==> src/rtl/imem_dmem_apb_arbiter.sv <==
// rtl/imem_dmem_apb_arbiter.sv - round-robin 2:1 APB arbiter sharing one memory slave between IMEM and DMEM
module imem_dmem_apb_arbiter #(
  parameter int ADDR_W     = 32,
  parameter int DAT_W      = 32,
  parameter bit FIRST_PRIO = 1'b1
) (
  input  logic                clk,
  input  logic                rst_n,
  input  logic                s0_psel,
  input  logic                s0_penable,
  input  logic                s0_pwrite,
  input  logic [ADDR_W-1:0]   s0_paddr,
  input  logic [DAT_W-1:0]    s0_pwdata,
  input  logic [DAT_W/8-1:0]  s0_pstrb,
  output logic [DAT_W-1:0]    s0_prdata,
  output logic                s0_pready,
  output logic                s0_pslverr,
  input  logic                s1_psel,
  input  logic                s1_penable,
  input  logic                s1_pwrite,
  input  logic [ADDR_W-1:0]   s1_paddr,
  input  logic [DAT_W-1:0]    s1_pwdata,
  input  logic [DAT_W/8-1:0]  s1_pstrb,
  output logic [DAT_W-1:0]    s1_prdata,
  output logic                s1_pready,
  output logic                s1_pslverr,
  output logic                m_psel,
  output logic                m_penable,
  output logic                m_pwrite,
  output logic [ADDR_W-1:0]   m_paddr,
  output logic [DAT_W-1:0]    m_pwdata,
  output logic [DAT_W/8-1:0]  m_pstrb,
  input  logic [DAT_W-1:0]    m_prdata,
  input  logic                m_pready,
  input  logic                m_pslverr,
  output logic                grant_o
);

  typedef enum logic [1:0] {IDLE, SETUP, ACCESS} state_t;

  state_t state;
  logic   win;
  logic   done;
  logic   s0_done;
  logic   s1_done;

  // A tie goes to whoever did not own the previous transfer.
  always_comb begin
    win = 1'b0;
    if (s0_psel && s1_psel) begin
      win = ~grant_o;
    end else if (s1_psel) begin
      win = 1'b1;
    end
  end

  always_ff @(posedge clk or negedge rst_n) begin
    if (!rst_n) begin
      state     <= IDLE;
      grant_o   <= ~FIRST_PRIO;
      m_psel    <= 1'b0;
      m_penable <= 1'b0;
      m_pwrite  <= 1'b0;
      m_paddr   <= '0;
      m_pwdata  <= '0;
      m_pstrb   <= '0;
    end else begin
      case (state)
        IDLE: begin
          if (s0_psel || s1_psel) begin
            grant_o  <= win;
            m_pwrite <= win ? s1_pwrite : s0_pwrite;
            m_paddr  <= win ? s1_paddr  : s0_paddr;
            m_pwdata <= win ? s1_pwdata : s0_pwdata;
            m_pstrb  <= win ? s1_pstrb  : s0_pstrb;
            m_psel   <= 1'b1;
            state    <= SETUP;
          end
        end
        SETUP: begin
          m_penable <= 1'b1;
          state     <= ACCESS;
        end
        ACCESS: begin
          if (m_pready) begin
            m_psel    <= 1'b0;
            m_penable <= 1'b0;
            state     <= IDLE;
          end
        end
        default: begin
          m_psel    <= 1'b0;
          m_penable <= 1'b0;
          state     <= IDLE;
        end
      endcase
    end
  end

  // A requester that has dropped out of its access phase never gets the response.
  assign done    = (state == ACCESS) && m_pready;
  assign s0_done = done && !grant_o && s0_psel && s0_penable;
  assign s1_done = done &&  grant_o && s1_psel && s1_penable;

  assign s0_pready  = s0_done;
  assign s0_prdata  = s0_done ? m_prdata : '0;
  assign s0_pslverr = s0_done && m_pslverr;
  assign s1_pready  = s1_done;
  assign s1_prdata  = s1_done ? m_prdata : '0;
  assign s1_pslverr = s1_done && m_pslverr;

endmodule

==> config.mk <==
export PLATFORM = sky130hd
export DESIGN_NAME = imem_dmem_apb_arbiter
export DESIGN_NICKNAME = d
export VERILOG_FILES = /design/src/rtl/imem_dmem_apb_arbiter.sv
export SDC_FILE = /design/constraint.sdc
export NUM_CORES = 1
export LEC_CHECK = 0
export ABC_AREA = 1
export CAP_MARGIN = 25
export CELL_PAD_IN_SITES_DETAIL_PLACEMENT = 2
export CELL_PAD_IN_SITES_GLOBAL_PLACEMENT = 2
export CORE_UTILIZATION = 16
export DETAILED_ROUTE_END_ITERATION = 6
export PLACE_DENSITY = 0.77
export SYNTH_ARGS = -nofsm -noshare
export SYNTH_HDL_FRONTEND = slang
export SYNTH_SLANG_ARGS = --single-unit
export TNS_END_PERCENT = 50
==> constraint.sdc <==
create_clock -name clk -period 1.55 [get_ports clk]
set_input_delay 0.2325 -clock clk [delete_from_list [all_inputs] [get_ports clk]]
set_output_delay 0.2325 -clock clk [all_outputs]
set_load 0.1 [all_outputs]
==> flow_summary.json, run 1 <==
{
  "status": "finished with violations",
  "violations": "negative setup slack",
  "cts_sinks": 74,
  "layout_common_cells": "nand2_1 (210), clkdlybuf4s50_1 (175), inv_1 (172), buf_12 (153), nand3_1 (134)",
  "gp_congestion": 0.7438,
  "tns_ns": -22.35,
  "timing.hold.ws_ns": 0.3763,
  "dp_slack_ns": -0.4000,
  "final_common_cell": "nand2_1",
  "busiest_layer": "met2",
  "cts_max_level": 3,
  "grt_pass1_vias": 6568,
  "synth_top_area_cell": "dfrtp_1",
  "crit_start": "state[0]",
  "ys_ff_latch": 74,
  "cts_tree": "built",
  "clk_pin_slew_ns": 0.06,
  "grt_util_met1_pct": 18.39,
  "ys_types": 11,
  "worst_pin_slew_ns": 0.3681,
  "maxCapViolCount": 0,
  "timing.rr.end": "m_paddr[17]",
  "setup_viol": 68,
  "grtUsageMet2_pct": 33.80,
  "arrival_ns": 1.69,
  "io_pins": 318,
  "io_buffers": 317,
  "fin_skew_ns": 0.006438,
  "ant_nets": 0,
  "yosysSeqAreaShare_pct": 40.94,
  "dp_hpwl_um": 19570,
  "max_freq_mhz": 520.7,
  "wl_per_cell_um": 18.04,
  "dp.cells": 1405,
  "hold_class": "input port to async pin",
  "die_y_um": 170.1,
  "avgSynthCellArea_sq_um": 6.247,
  "slew_headroom_pct": 75.46,
  "cts.path.max_buffers": 2,
  "design_area_sq_um": 10770,
  "worst-setup-path-type": "flop to output port",
  "post-route-period-util_pct": 123.9,
  "coreArea_sq_um": 27780,
  "num_vias": 5788,
  "fin_cells": 1430,
  "cts-root-buf": "clkbuf_16",
  "dieWidth_um": 170.1,
  "via_per_inst": 4.048,
  "path_max_fanout": 8,
  "syn-num-nets": 902,
  "fin_crit_ns": 1.920,
  "grt_max_degree": 50,
  "synth_warnings": 0,
  "synthesis.area_sq_um": 4523,
  "insertion_delay_ns": 0.34,
  "grt_pass1_wl_um": 38780,
  "worst_setup_path_start_kind": "flop",
  "critical_path.reg2reg.startpoint": "grant_o",
  "place_area_sq_um": 10260,
  "drive_gt1_share_pct": 26.29,
  "total_power_mw": 22.13,
  "drt_pre_antenna_iters": 4,
  "synth_top_cell_area_share_pct": 40.94,
  "reg2reg_slack_ns": 0.08,
  "dieArea_sq_um": 28950,
  "start_util_pct": 16.28,
  "drc": 0,
  "layout_setup_ws_ns": -0.3705,
  "reg2reg_depth": 6,
  "crit_path_end": "s1_prdata[17]",
  "rsz0062_at_grt": "yes",
  "nets": 1224,
  "cp-end-kind": "output port",
  "finalHoldViolations": 0,
  "antenna_found_initial": 2,
  "wl_um": 25790,
  "max-vdd-ir-drop_uv": 939.5,
  "drv_slew": 0,
  "required_ns": 1.32,
  "grt.total_usage_pct": 17.77,
  "final_util_pct": 38.78,
  "powerDensity_nw_per_um2": 2054,
  "area_growth_syn_to_layout_pct": 138.2,
  "p_leak_nw": 5.223,
  "use_met3_pct": 5.372,
  "grt-ovfl-total": 0,
  "initialDrtViolationCount": 126,
  "cts-buffers-inserted": 9,
  "rows": 61,
  "synth.area.top_cells": "dfrtp_1 (41%), nand2_1 (18%), nand3_1 (16%), inv_1 (15%), nor2_1 (6.2%)",
  "synthCells": 724
}
[worst max-delay path, stage by stage (launching register included)]
cell and delay [ns]:
dfrtp_1 0.39, inv_2 0.09, nand3_4 0.10, nor2_4 0.18, inv_6 0.09, buf_16 0.17, nor2_4 0.13, buf_12 0.19
[cell usage after synthesis (all sizes together)]
| cell | count |
|---|---|
| nor2 | 76 |
| buf | 32 |
| inv | 176 |
| nand3 | 141 |
| dfrtp | 74 |
| nand2 | 212 |
| o21ai | 3 |
| clkbuf | 10 |
[where the power goes]
| group | internal (mW) | leakage (nW) | total, mW | switching, mW |
|---|---|---|---|---|
| Combinational | 5.38 | 4.18 | 15.8 | 10.4 |
| Clock | 1.40 | 0.145 | 2.28 | 0.875 |
| Sequential | 2.94 | 0.897 | 4.03 | 1.10 |
[layer usage]
layer  up-vias  share of wire, %
met5         -                 0
met4         0               1.7
met3        23               7.9
met2       208                54
met1      2800                37
li1       2757                 -
[layout make-up]
type	count	area (sq um)
clock buffer	10	229.0
multi-input combinational	432	2384
timing repair buffer	353	5075
clock inverter	5	80.08
fill	3025	17010
antenna	2	5.005
sequential	74	1856
inverter	176	673.1
tap	378	473.0
[worst min path at each step]
stage                     startpoint  slack [ns]          end
after floorplan                rst_n       -0.06   m_paddr[0]
after global placement         rst_n        0.17     m_pwrite
after detailed placement       rst_n        0.17  m_paddr[23]
after CTS                      rst_n        0.36  m_paddr[23]
after global routing           rst_n        0.38  m_paddr[23]
final                          rst_n        0.38  m_paddr[23]
[registers in the layout, indices dropped and copies added (netlist names)]
name	count
m_penable	1
grant_o	1
m_pwdata	32
state	2
m_pstrb	4
m_pwrite	1
m_psel	1
m_paddr	32
[logic make-up (layout without fill, tap and decap cells)]
kind of cell,count (synthesis),in the layout,share of synthesized area [%]
simple gates,429,429,39.56
buf+inv,218,544,19.09
flops,74,74,40.94
compound gates,3,3,0.4150
other cells,0,2,0
[what timing repair did]
action,in CTS,in global routing
endpoints found under the setup margin,68,137
hold buffers,1,0
resized for setup,8,13
cloned,1,2
hold endpoints to repair,20,0
buffers inserted,3,4
pin swaps,2,4
Power figures use the tool's default switching activity.
==> run 2: changes to the inputs <==
--- a/config.mk
+++ b/config.mk
@@ -11,6 +11,7 @@
 export CELL_PAD_IN_SITES_GLOBAL_PLACEMENT = 2
 export CORE_UTILIZATION = 16
 export DETAILED_ROUTE_END_ITERATION = 6
+export GPL_TIMING_DRIVEN = 0
 export PLACE_DENSITY = 0.77
 export SYNTH_ARGS = -nofsm -noshare
 export SYNTH_HDL_FRONTEND = slang
==> run 2 against run 1 <==
Fmax shrank 5.2%. Setup slack worse by 0.11 ns. Sequential share of layout area increased by 1.4 points. Critical path type unchanged. Largest cell class unchanged. Global-route usage barely moved. The flow still finishes with violations (negative setup slack).
==> flow_summary.json, run 2 (synthesis gave the netlist of run 1 again) <==
{
  "layout_setup_ws_ns": -0.4766,
  "maxCapViolCount": 0,
  "drt_pre_antenna_iters": 4,
  "post-route-period-util_pct": 130.7,
  "arrival_ns": 1.79,
  "drc": 0,
  "crit_start": "grant_o",
  "grt.total_usage_pct": 17.81,
  "design_area_sq_um": 9938,
  "fin_crit_ns": 2.027,
  "antenna_found_initial": 1,
  "grt_pass1_vias": 6401,
  "drive_gt1_share_pct": 26.20,
  "slew_headroom_pct": 33.92,
  "grt-ovfl-total": 0,
  "coreArea_sq_um": 27780,
  "critical_path.reg2reg.startpoint": "grant_o",
  "io_pins": 318,
  "worstPathCellList": "inv_2 > nand3_2 > nor2_4 > inv_6 > buf_12 > nor2_4 > buf_12",
  "nets": 1238,
  "num_vias": 5870,
  "status": "finished with violations",
  "cts-root-buf": "clkbuf_16",
  "place_area_sq_um": 8727,
  "dp_hpwl_um": 19040,
  "cts_sinks": 74,
  "violations": "negative setup slack",
  "slowest_delay_ns": 0.52,
  "via_per_inst": 4.068,
  "ant_nets": 0,
  "rsz0062_at_grt": "yes",
  "io_buffers": 316,
  "dp.cells": 1419,
  "setup_viol": 114,
  "hold_class": "input port to async pin",
  "worst_pin_slew_ns": 0.9951,
  "tns_ns": -27.65,
  "cts-buffers-inserted": 9,
  "gp_congestion": 0.7325,
  "cts.path.max_buffers": 2,
  "wl_um": 25750,
  "required_ns": 1.32,
  "dp_slack_ns": -1.705,
  "die_y_um": 170.1,
  "area_growth_syn_to_layout_pct": 119.7,
  "timing.hold.ws_ns": 0.4333,
  "finalHoldViolations": 0,
  "wl_per_cell_um": 17.85,
  "layout_common_cells": "nand2_1 (210), clkdlybuf4s50_1 (174), inv_1 (172), nand3_1 (139), dfrtp_1 (73)",
  "p_leak_nw": 4.861,
  "dieArea_sq_um": 28950,
  "max-vdd-ir-drop_uv": 881.3,
  "total_power_mw": 19.05,
  "fin_cells": 1443,
  "drv_slew": 0,
  "dieWidth_um": 170.1,
  "cts_tree": "built",
  "max_freq_mhz": 493.4,
  "cp-end-kind": "output port",
  "cts_max_level": 3,
  "rows": 61,
  "clk_pin_slew_ns": 0.07,
  "grt_max_degree": 42,
  "grt_pass1_wl_um": 38830,
  "initialDrtViolationCount": 182,
  "final_util_pct": 35.77,
  "powerDensity_nw_per_um2": 1917,
  "worst_setup_path_start_kind": "flop",
  "largestRegisters": "m_paddr x32, m_pwdata x32, m_pstrb x4",
  "start_util_pct": 16.28,
  "diodes": 0,
  "insertion_delay_ns": 0.34,
  "critPathSlowestCell": "dfrtp_4",
  "worst-setup-path-type": "flop to output port",
  "final_common_cell": "nand2_1",
  "fin_skew_ns": 0.008931,
  "path_max_fanout": 10
}
==> run 2: cell count changes in the layout (fill, tap and decap cells not counted), sizes merged, moves of 2 or more <==
cell	previous run	this run
buf	175	112
clkbuf	12	25
clkdlybuf4s15	0	54
clkdlybuf4s18	0	11
diode	2	0
==> run 2: report_power, final <==
part | internal, mW | switching [mW]
logic | 2.88 | 10.4
registers | 2.93 | 0.599
clock network | 1.34 | 0.913
==> run 2: path summary, 6_finish.rpt <==
| kind | endpoint | slack, ns | depth (start not counted) |
|---|---|---|---|
| worst max-delay path | s0_prdata[17] | -0.48 | 7 |
| worst min-delay path | m_paddr[26] | 0.43 | 2 |
| worst max register to register | m_pwdata[20] | -0.13 | 7 |
| worst min register to register | m_pwdata[25] | 0.48 | 2 |
| max in group asynchronous | m_pwdata[21] | 0.51 | 3 |
| min in group clk | m_pwdata[25] | 0.48 | 2 |
==> run 2: per-layer routing <==
metal  vias up  track usage (%)  wire, um
met2       214            32.25     13020
met1      2838            19.81     10120
met3        29            5.000      2063
li1       2789                -         -
met4         0            6.150       542
met5         -                0         0
==> run 2: layout make-up <==
| class | count | area [sq um] |
|---|---|---|
| Fill cell | 3124 | 17840 |
| Multi-Input combinational cell | 432 | 2351 |
| Clock buffer | 12 | 256.5 |
| Tap cell | 378 | 473.0 |
| Buffer | 42 | 306.5 |
| Timing Repair Buffer | 325 | 3974 |
| Sequential cell | 74 | 1856 |
| Inverter | 176 | 670.6 |
| Clock inverter | 4 | 51.30 |
==> run 2: critical path, delay by kind of cell (launching register included) <==
kind                   cells  cell delay [ns]
buffers and inverters      4             0.51
DFF                        1             0.52
and+or+nand+nor            3             0.41
==> run 2: what timing repair did <==
item / CTS / global route
resized for setup: 858 / 31
setup endpoints to repair: 210 / 155
hold buffers: 1 / 0
pin swaps: 3 / 4
buffers inserted: 5 / 2
hold endpoints to repair: 33 / 0
